### src/rtl/uart_tx.sv
// uart_tx: 8N1 UART transmitter with a valid/ready byte handshake.
// Bit time is DIV = FREQ/RATE clock cycles. o_tx is registered and idles high.
// Optional build macro UART_TX_PARITY_EN inserts an even-parity bit between
// the last data bit and the stop bit (frame grows from 10 to 11 bit times).
module uart_tx #(
    parameter int FREQ = 50_000_000,
    parameter int RATE = 2_000_000
) (
    input  logic       clk,
    input  logic       rst,
    input  logic [7:0] i_data,
    input  logic       i_vld,
    output logic       o_rdy,
    output logic       o_tx,
    output logic       o_busy
);

    localparam int DIV = FREQ / RATE;
    localparam int CW  = (DIV > 2) ? $clog2(DIV) : 1;
    localparam logic [CW-1:0] BAUD_LAST = CW'(DIV - 1);

    // A bit shorter than two clocks cannot be timed by this counter scheme.
    if (DIV < 2) begin : g_div_check
        $error("uart_tx: FREQ/RATE must be at least 2");
    end

    typedef enum logic [2:0] {
        S_IDLE,
        S_START,
        S_DATA,
`ifdef UART_TX_PARITY_EN
        S_PARITY,
`endif
        S_STOP
    } state_t;

    state_t        state_q, state_d;
    logic [CW-1:0] baud_q, baud_d;
    logic [2:0]    bit_idx_q, bit_idx_d;
    logic [7:0]    shift_q, shift_d;
    logic          tx_q, tx_d;
    logic          bit_end;
`ifdef UART_TX_PARITY_EN
    logic          parity_q, parity_d;
`endif

    assign bit_end = (baud_q == BAUD_LAST);

    // State register: synchronous reset abandons any frame and wins over accept.
    always_ff @(posedge clk) begin
        // NOTE: non-blocking assignments keep every flop sampling pre-edge values.
        if (rst) begin
            state_q   <= S_IDLE;
            baud_q    <= '0;
            bit_idx_q <= '0;
            shift_q   <= '0;
            tx_q      <= 1'b1;
`ifdef UART_TX_PARITY_EN
            parity_q  <= 1'b0;
`endif
        end else begin
            state_q   <= state_d;
            baud_q    <= baud_d;
            bit_idx_q <= bit_idx_d;
            shift_q   <= shift_d;
            tx_q      <= tx_d;
`ifdef UART_TX_PARITY_EN
            parity_q  <= parity_d;
`endif
        end
    end

    // Next-state logic: accept in IDLE, then advance one bit every DIV cycles.
    always_comb begin
        // NOTE: defaults first so no path leaves a signal unassigned (no latches).
        state_d   = state_q;
        baud_d    = bit_end ? '0 : baud_q + 1'b1;
        bit_idx_d = bit_idx_q;
        shift_d   = shift_q;
`ifdef UART_TX_PARITY_EN
        parity_d  = parity_q;
`endif
        case (state_q)
            S_IDLE: begin
                baud_d = '0;
                if (i_vld) begin
                    state_d   = S_START;
                    shift_d   = i_data;
                    bit_idx_d = '0;
`ifdef UART_TX_PARITY_EN
                    parity_d  = ^i_data;
`endif
                end
            end
            S_START: begin
                if (bit_end) begin
                    state_d   = S_DATA;
                    bit_idx_d = '0;
                end
            end
            S_DATA: begin
                if (bit_end) begin
                    shift_d   = shift_q >> 1;
                    bit_idx_d = bit_idx_q + 3'd1;
                    if (bit_idx_q == 3'd7) begin
`ifdef UART_TX_PARITY_EN
                        state_d = S_PARITY;
`else
                        state_d = S_STOP;
`endif
                    end
                end
            end
`ifdef UART_TX_PARITY_EN
            S_PARITY: begin
                if (bit_end) state_d = S_STOP;
            end
`endif
            S_STOP: begin
                if (bit_end) state_d = S_IDLE;
            end
            default: state_d = S_IDLE;
        endcase
    end

    // Output logic: line level is decoded from the upcoming state so o_tx can be
    // registered without adding a cycle of latency; handshake flags from state_q.
    always_comb begin
        o_rdy  = (state_q == S_IDLE);
        o_busy = (state_q != S_IDLE);
        case (state_d)
            S_START:  tx_d = 1'b0;
            S_DATA:   tx_d = shift_d[0];
`ifdef UART_TX_PARITY_EN
            S_PARITY: tx_d = parity_d;
`endif
            default:  tx_d = 1'b1;
        endcase
    end

    assign o_tx = tx_q;

endmodule

### config.mk
export PLATFORM = sky130hd
export DESIGN_NAME = uart_tx
export DESIGN_NICKNAME = d
export VERILOG_FILES = /design/src/rtl/uart_tx.sv
export SDC_FILE = /design/constraint.sdc
export NUM_CORES = 1
export LEC_CHECK = 0
export ABC_AREA = 0
export BUFFER_PORTS_ARGS = -buffer_cell sky130_fd_sc_hd__buf_4
export CORE_UTILIZATION = 30
export DETAILED_ROUTE_END_ITERATION = 16
export MAX_ROUTING_LAYER = met4
export SYNTH_ARGS = -nofsm -noshare
export SYNTH_HDL_FRONTEND = slang
export SYNTH_SLANG_ARGS = --single-unit
### constraint.sdc
create_clock -name clk -period 1.7 [get_ports clk]
set_clock_uncertainty 0.2 [all_clocks]
set_input_delay 0.34 -clock clk [delete_from_list [all_inputs] [get_ports clk]]
set_output_delay 0.34 -clock clk [all_outputs]
set_load 0.02 [all_outputs]
==> results of run 1 <==
## registers in the layout, indices dropped and copies added (netlist names)
register and cells:
state_q 3, bit_idx_q 3, o_tx 1, shift_q 8, baud_q 5
## per-layer routing
metal	up-vias	track usage (%)	share of wire, %
li1	412	-	-
met1	390	14.86	43
met2	15	20.78	53
met3	4	3.956	2.8
met4	0	4.762	0.87
met5	-	-	0
## critical path: cells and delay by family (launching register included)
family	cells	cell delay, ns
flops	1	0.37
simple gates	1	0.36
buf+inv	3	0.30
## report_power, final
group / switching, mW / leakage, nW / internal, mW / total, mW
clock network: 0.148 / 0.0210 / 0.131 / 0.279
logic: 0.0615 / 0.366 / 0.0697 / 0.131
registers: 0.0155 / 0.165 / 0.483 / 0.498
## worst max path at each step
stage	startpoint	to	slack [ns]
5_1_grt	state_q[1]	o_rdy	-0.21
6_report	state_q[1]	o_rdy	-0.18
3_3_place_gp	baud_q[1]	bit_idx_q[0]	-0.03
2_1_floorplan	baud_q[0]	o_tx	-0.06
4_1_cts	state_q[1]	o_rdy	-0.20
3_5_place_dp	baud_q[1]	bit_idx_q[0]	-0.07
## synthesized netlist by cell type (2+ instances only)
cell / instances
nand2_1: 9
nor4_1: 2
ha_1: 4
xor2_1: 3
buf_6: 3
nor2_1: 11
nand2b_1: 3
xnor2_1: 2
inv_1: 5
or3_1: 2
a21oi_1: 7
dfxtp_1: 20
a22oi_1: 8
mux2i_1: 2
nand3_1: 2
## area by class of cell
class	instances	area share, %
tap	44	3.918
multi-input combinational	71	43.19
timing repair buffer	31	19.41
sequential	20	29.30
inverter	6	1.603
clock buffer	4	2.582
## kinds of logic after synthesis
| family | synth area share, % |
|---|---|
| multiplexers | 2.073 |
| adder cells (fa/ha/maj) | 5.182 |
| buffers and inverters | 7.512 |
| other | 0.3882 |
| AO/OA/AOI/OAI | 15.54 |
| XOR/XNOR | 4.535 |
| flip-flops | 41.45 |
| AND/OR/NAND/NOR | 23.32 |
## repair_timing
item,in CTS,in global routing
setup endpoints to repair,7,15
pin swaps,12,15
setup buffers,9,1
gates resized for setup,17,16
==> flow_summary.yaml, run 1 <==
run_status:
  outcome: "finished with violations"
  violations: "negative setup slack"
drt:
  drtIter0Drc: 20
  vias: 821
  viasPerCell: 4.665
  wirelength_um: 2176
  dr.pass1.iters: 3
  drcViolationCount: 0
  antenna_left: 0
  wl_per_cell_um: 12.36
floorplanning:
  io_pins: 14
  initial_core_util_pct: 31.64
  die_h_um: 58.74
  dieWidth_um: 58.74
  core_area_sq_um: 3053
  rows: 20
  die-area_sq_um: 3450
synth:
  avgSynthCellArea_sq_um: 9.378
  synth_edf_count: 0
  yosys.area.top_type: "dfxtp_1"
  yosys_warnings: 0
  syn-cell-area_sq_um: 965.9
  synth_ff_type: "dfxtp_1"
  synth_cell_types: 35
  synthTopCellsByArea: "dfxtp_1, a22oi_1, ha_1, nor2_1, a21oi_1"
  synth_cells: 103
  ys_ff_latch: 20
  synth_fp_nets: 118
  synthArstFlopShare_pct: 0
  ys_seq_area_share_pct: 41.45
  synth_top_area_share_pct: 41.45
placed_design:
  dpl.hpwl_um: 1364
  dp_slack_ns: -0.06673
  gp_congestion: 0.8113
  placed_area_sq_um: 1187
  dp_cells: 165
  port_buffers: 13
worst_hold_path:
  worstHoldEndpoint: "shift_q[7]"
  min_path_cells: 3
  holdCritStartpoint: "i_data[7]"
  worstHoldPathType: "input pin to flip-flop"
finish:
  stdcell_count: 176
  layout_commonest_cell: "buf_4"
  fillCellCount: 307
  regArea_sq_um: 411.6
  post-route-cell-area_sq_um: 1405
  nets: 148
  diodes: 0
  drive_above_1_share_pct: 52.27
  area_delta_synth_final_pct: 45.47
  utilization_pct: 46.02
  multi_input_area_sq_um: 606.8
  final_cell_mix: "buf_4, dfxtp_1, nor2_1"
global_routing:
  grt_overflow: 0
  grt_pass1_vias: 714
  grt_max_degree: 17
  grt_pass1_wl_um: 3222
  antenna_found_initial: 0
  grt_usage_pct: 12.83
worst_setup_path:
  reg2reg_slack_ns: -0.05
  crit_path_max_incr_delay_ns: 0.37
  worst-path-max-fanout: 2
  reg2reg_depth: 6
  crit_required_ns: 1.16
  reg2reg_from: "state_q[1]"
  crit_path_start_kind: "flip-flop"
  r2r-end: "bit_idx_q[0]"
  endpoint_kind: "output port"
  path_class: "flip-flop to output port"
  path_cells: "buf_12 > or3_4 > inv_2 > buf_6"
  cpMaxStageDelayCell: "dfxtp_4"
  crit_arrival_ns: 1.34
timing:
  holdWs_ns: 0.1027
  final-max-slew-violation-count: 0
  finalHoldViolCount: 0
  fin_crit_sh_pct: 110.3
  setup_slack_ns: -0.1755
  timing.fmax_mhz: 533.2
  grt_setup_unrepaired: "true"
  min_period_ns: 1.876
  fin_setup_tns_ns: -0.4687
  setup_viol: 7
clock_tree:
  cts_buffer_depth: 2
  cts_hold_buf: 0
  root_buffer: "clkbuf_4"
  cts_tree: "done"
  cts_sinks: 20
  worstSkewPairLatency_ns: 0.31
  htreeDepth: 1
  path_clk_slew_ns: 0.12
  numCtsBuffers: 3
power_and_ir_drop:
  peakVddDrop_v: 0.0003746
  leakage_nw: 0.5526
  powerDensity_nw_per_um2: 646.6
  finalPower_uw: 908.6
job:
  maxCapViolCount: 0
No activity file was read; power rests on OpenSTA's default activity.
==> run 2, diff against run 1 <==
CAP_MARGIN = 25   (was default)
clock period = 2.3 ns   (was 1.7 ns; I/O delays follow)
==> run 2 against run 1 <==
  * The run now ends clean
  * Non-clock buffer count fell by 18
  * Clock-buffer cell count fell by 1
  * Die area did not move
  * Final area fell by 22%
  * First-iteration DRC count rose by 40%
  * Power fell by 34%
  * Combinational power fell by 49%
  * Final cell count fell by 11%
  * Utilization fell by 10 points
  * Critical path type unchanged
  * Largest cell class unchanged
==> flow_summary.yaml, run 2 (synthesis gave the netlist of run 1 again) <==
run_status:
  outcome: "finished, final reports clean"
timing:
  grt_setup_unrepaired: "false"
  finalHoldViolCount: 0
  slew_headroom_pct: 58.01
  fin_crit_sh_pct: 89.15
  fin_setup_tns_ns: 0
  setup_viol: 0
  final-max-slew-violation-count: 0
  worstMarginPinSlew_ns: 0.6273
  setup_slack_ns: 0.2495
  timing.fmax_mhz: 487.7
  min_period_ns: 2.050
worst_setup_path:
  crit_path_start_kind: "flip-flop"
  endpoint_kind: "output port"
  r2r-end: "o_tx"
  reg2reg_from: "baud_q[0]"
  reg2reg_depth: 6
  path_cells: "or3_1 > inv_2 > buf_4"
  endpoint: "o_rdy"
  worst-path-max-fanout: 9
  crit_start: "state_q[2]"
  path_class: "flip-flop to output port"
  path_delay_family: "flip-flops"
  cp_num_buf_inv: 2
  cpMaxStageDelayCell: "dfxtp_1"
  crit_path_max_incr_delay_ns: 0.45
  worstSetupPathDepth: 3
  crit_required_ns: 1.64
  crit_arrival_ns: 1.39
  reg2reg_slack_ns: 0.39
clock_tree:
  root_buffer: "clkbuf_4"
  cts-resized-gates: 0
  path_clk_slew_ns: 0.11
  cts_tree: "done"
  cts_sinks: 20
  cts_hold_buf: 0
  htreeDepth: 1
  worstSkewPairLatency_ns: 0.29
  cts_buffer_depth: 2
  postCtsSetupBuffers: 0
  numCtsBuffers: 3
worst_hold_path:
  worstHoldPathType: "input pin to flip-flop"
finish:
  reg_top3: "shift_q: 8 flops, baud_q: 5 flops"
  area_delta_synth_final_pct: 12.95
  nets: 130
  final_cell_mix: "dfxtp_1, buf_4, nor2_1"
  layout_commonest_cell: "dfxtp_1"
  post-route-cell-area_sq_um: 1091
  diodes: 0
  largest_register_ffs: 8
  drive_above_1_share_pct: 19.47
  top_register: "shift_q"
drt:
  vias: 729
  drcViolationCount: 0
  drtIter0Drc: 28
  antenna_left: 0
  wirelength_um: 1714
  dr.pass1.iters: 4
  viasPerCell: 4.643
  wl_per_cell_um: 10.92
floorplanning:
  io_pins: 14
  rows: 20
  core_area_sq_um: 3053
  dieWidth_um: 58.74
  die-area_sq_um: 3450
  die_h_um: 58.74
  initial_core_util_pct: 31.64
placed_design:
  placed_area_sq_um: 1069
  dpl.hpwl_um: 1252
  port_buffers: 13
  gp_congestion: 0.8382
  dp_slack_ns: 0.3906
global_routing:
  grt_overflow: 0
  grt_pass1_vias: 676
  grt_usage_pct: 11.41
  antenna_found_initial: 0
  grt_max_degree: 17
  grt_pass1_wl_um: 2918
power_and_ir_drop:
  peakVddDrop_v: 0.0001142
  powerDensity_nw_per_um2: 547.0
  leakage_nw: 0.4225
job:
  maxCapViolCount: 0
-- run 2: worst min path at each step --
stage | from | end | slack [ns] | cells after the start
3_5_place_dp | shift_q[1] | shift_q[1] | 0.25 | 2
6_report | i_data[7] | shift_q[7] | 0.22 | 3
5_1_grt | i_data[7] | shift_q[7] | 0.22 | 3
3_3_place_gp | baud_q[0] | baud_q[0] | 0.24 | 1
4_1_cts | i_data[7] | shift_q[7] | 0.21 | 3
2_1_floorplan | baud_q[0] | baud_q[0] | 0.23 | 1
-- run 2: worst min-delay path: cells and delay by family --
kind / cells / cell delay, ns
and+or+nand+nor: 1 / 0.08
AOI/OAI and AO/OA: 1 / 0.07
buffers and inverters: 1 / 0.08
-- run 2: per-stage QoR --
step	hold slack (ns)	power (mW)	cells	util [%]
3_3_place_gp	0.2441	0.4424	154	35.00
4_1_cts	0.2124	0.6080	157	35.74
2_1_floorplan	0.2297	0.4167	103	-
3_5_place_dp	0.2524	0.4434	154	35.00
5_1_grt	0.2239	0.6248	157	35.74
6_report	0.2193	0.5968	157	35.74
-- run 2: cell type report --
cell class	count	area, sq um
sequential	20	400.4
inverter	6	22.52
multi-input combinational	71	493.0
tap	44	55.05
clock buffer	3	22.52
fill	328	1962
timing repair buffer	13	97.59
-- run 2: layer usage --
metal	track usage [%]	part of all wire [%]	vias up
li1	-	-	377
met1	14.21	49	340
met2	17.53	48	10
met3	1.978	1.8	2
met4	6.122	0.64	0
met5	-	0	-
-- run 2: report_power, final --
group	leakage, nW	switching, mW	total (mW)	internal [mW]
Clock	0.0138	0.101	0.162	0.0609
Combinational	0.246	0.0334	0.0663	0.0330
Sequential	0.163	0.0108	0.369	0.358
Total	0.423	0.145	0.597	0.452
==> run 3, diff against run 2 <==
CAP_MARGIN = 15   (was 25)
CORE_UTILIZATION = 50   (was 30)
PLACE_DENSITY = 0.71   (was default)
==> run 3 against run 2 <==
  * Critical path type unchanged
  * First-iteration DRC count is 68% lower
  * Largest cell class unchanged
  * Flip-flop and latch count is the same
  * Power is 21% higher
  * Global-route usage increased by 6.1 points
  * Routed wire length shrank 10%
  * Final area is 0.57% higher
  * Via count fell by 1.1%
==> flow_summary.yaml, run 3 (synthesis gave the netlist of run 1 again) <==
run_status:
  outcome: "finished, final reports clean"
power_and_ir_drop:
  finalPower_uw: 723.4
  leakage_nw: 0.4367
  powerDensity_nw_per_um2: 659.3
  peakVddDrop_v: 0.0003882
worst_setup_path:
  worst-path-max-fanout: 9
  reg2reg_depth: 6
  reg2reg_slack_ns: 0.40
  crit_arrival_ns: 1.39
  path_cells: "or3_1 > inv_2 > buf_4"
  path_class: "flip-flop to output port"
  endpoint_kind: "output port"
  reg2reg_from: "baud_q[0]"
  crit_path_start_kind: "flip-flop"
  cpMaxStageDelayCell: "dfxtp_1"
  r2r-end: "o_tx"
  crit_required_ns: 1.64
  crit_path_max_incr_delay_ns: 0.44
clock_tree:
  path_clk_slew_ns: 0.12
  cts_hold_buf: 0
  htreeDepth: 1
  cts_buffer_depth: 2
  worstSkewPairLatency_ns: 0.31
  cts-resized-gates: 0
  cts_tree: "done"
  numCtsBuffers: 3
  cts_sinks: 20
  postCtsSetupBuffers: 0
  root_buffer: "clkbuf_4"
finish:
  diodes: 0
  top_register: "shift_q"
  stdcell_count: 139
  drive_above_1_share_pct: 20.18
  largest_register_ffs: 8
  area_delta_synth_final_pct: 13.60
  layout_commonest_cell: "dfxtp_1"
  final_cell_mix: "dfxtp_1, buf_4, nor2_1"
  reg_top3: "shift_q: 8 flops, baud_q: 5 flops"
  fillCellCount: 174
  nets: 130
  multi_input_area_sq_um: 493.0
  regArea_sq_um: 400.4
placed_design:
  gp_congestion: 0.7585
  dpl.hpwl_um: 1130
  dp_cells: 135
  port_buffers: 13
worst_hold_path:
  holdCritStartpoint: "i_data[7]"
  worstHoldEndpoint: "shift_q[7]"
  min_path_cells: 3
  worstHoldPathType: "input pin to flip-flop"
floorplanning:
  rows: 15
  io_pins: 14
  initial_core_util_pct: 54.75
  dieWidth_um: 45.95
  core_area_sq_um: 1764
  die-area_sq_um: 2111
  die_h_um: 45.95
timing:
  min_period_ns: 2.055
  final-max-slew-violation-count: 0
  slew_headroom_pct: 60.49
  fin_setup_tns_ns: 0
  fin_crit_sh_pct: 89.33
  timing.fmax_mhz: 486.7
  worstMarginPinSlew_ns: 0.5901
  setup_viol: 0
  finalHoldViolCount: 0
  holdWs_ns: 0.1988
  grt_setup_unrepaired: "false"
drt:
  vias: 721
  wl_met1_um: 723
  top_layer: "met4"
  antenna_left: 0
  wl_met3_um: 45
  wirelength_um: 1540
  dr_wl_met2_um: 734
  dr.pass1.iters: 2
  drcViolationCount: 0
  wl_per_cell_um: 11.08
  viasPerCell: 5.187
  drtIter0Drc: 9
global_routing:
  grt_usage_pct: 17.49
  antenna_found_initial: 0
  grt_pass1_vias: 677
  grt_pass1_wl_um: 2580
  grt_max_degree: 17
  grt_overflow: 0
job:
  maxCapViolCount: 0
## run 3: cell types whose count changed in the layout (fill, tap and decap cells not counted), sizes merged
cell,delta
bufinv,+1
## run 3: worst max-delay path, delay by kind of cell (launching register included)
family                 cells  cell delay [ns]
and+or+nand+nor            1             0.44
buffers and inverters      2             0.20
DFF                        1             0.44
## run 3: power by group
part	total [mW]	internal (mW)	switching (mW)
Clock	0.290	0.176	0.113
Sequential	0.369	0.358	0.0107
Combinational	0.0653	0.0330	0.0323
## run 3: final cells by class
class,instances,share of cell area (%)
Sequential cell,20,36.49
Clock inverter,1,2.737
Inverter,6,2.052
Timing Repair Buffer,13,8.894
Multi-Input combinational cell,71,44.93
Tap cell,25,2.851
Clock buffer,3,2.052
## run 3: how the worst max path moves through the flow
stage | cells after the start | start | end
3_3_place_gp | 6 | baud_q[0] | o_tx
5_1_grt | 3 | state_q[2] | o_rdy
4_1_cts | 3 | state_q[2] | o_rdy
3_5_place_dp | 6 | baud_q[0] | o_tx
6_report | 3 | state_q[2] | o_rdy
2_1_floorplan | 7 | baud_q[0] | o_tx
## run 3: metrics by stage
stage          instance area (sq um)  setup WS [ns]  utilization, %
6_report                        1097         0.2454           62.20
5_1_grt                         1097         0.1748           62.20
4_1_cts                         1097         0.2361           62.20
3_5_place_dp                    1045         0.4048           59.22
3_3_place_gp                    1045         0.4605           59.22
2_1_floorplan                  965.9         0.4863               -
## run 3: routing by layer
metal / global-route usage (%) / vias to the layer above
met5: - / -
met2: 28.45 / 12
met3: 2.381 / 5
li1: - / 377
met1: 20.15 / 327
met4: 10.59 / 0
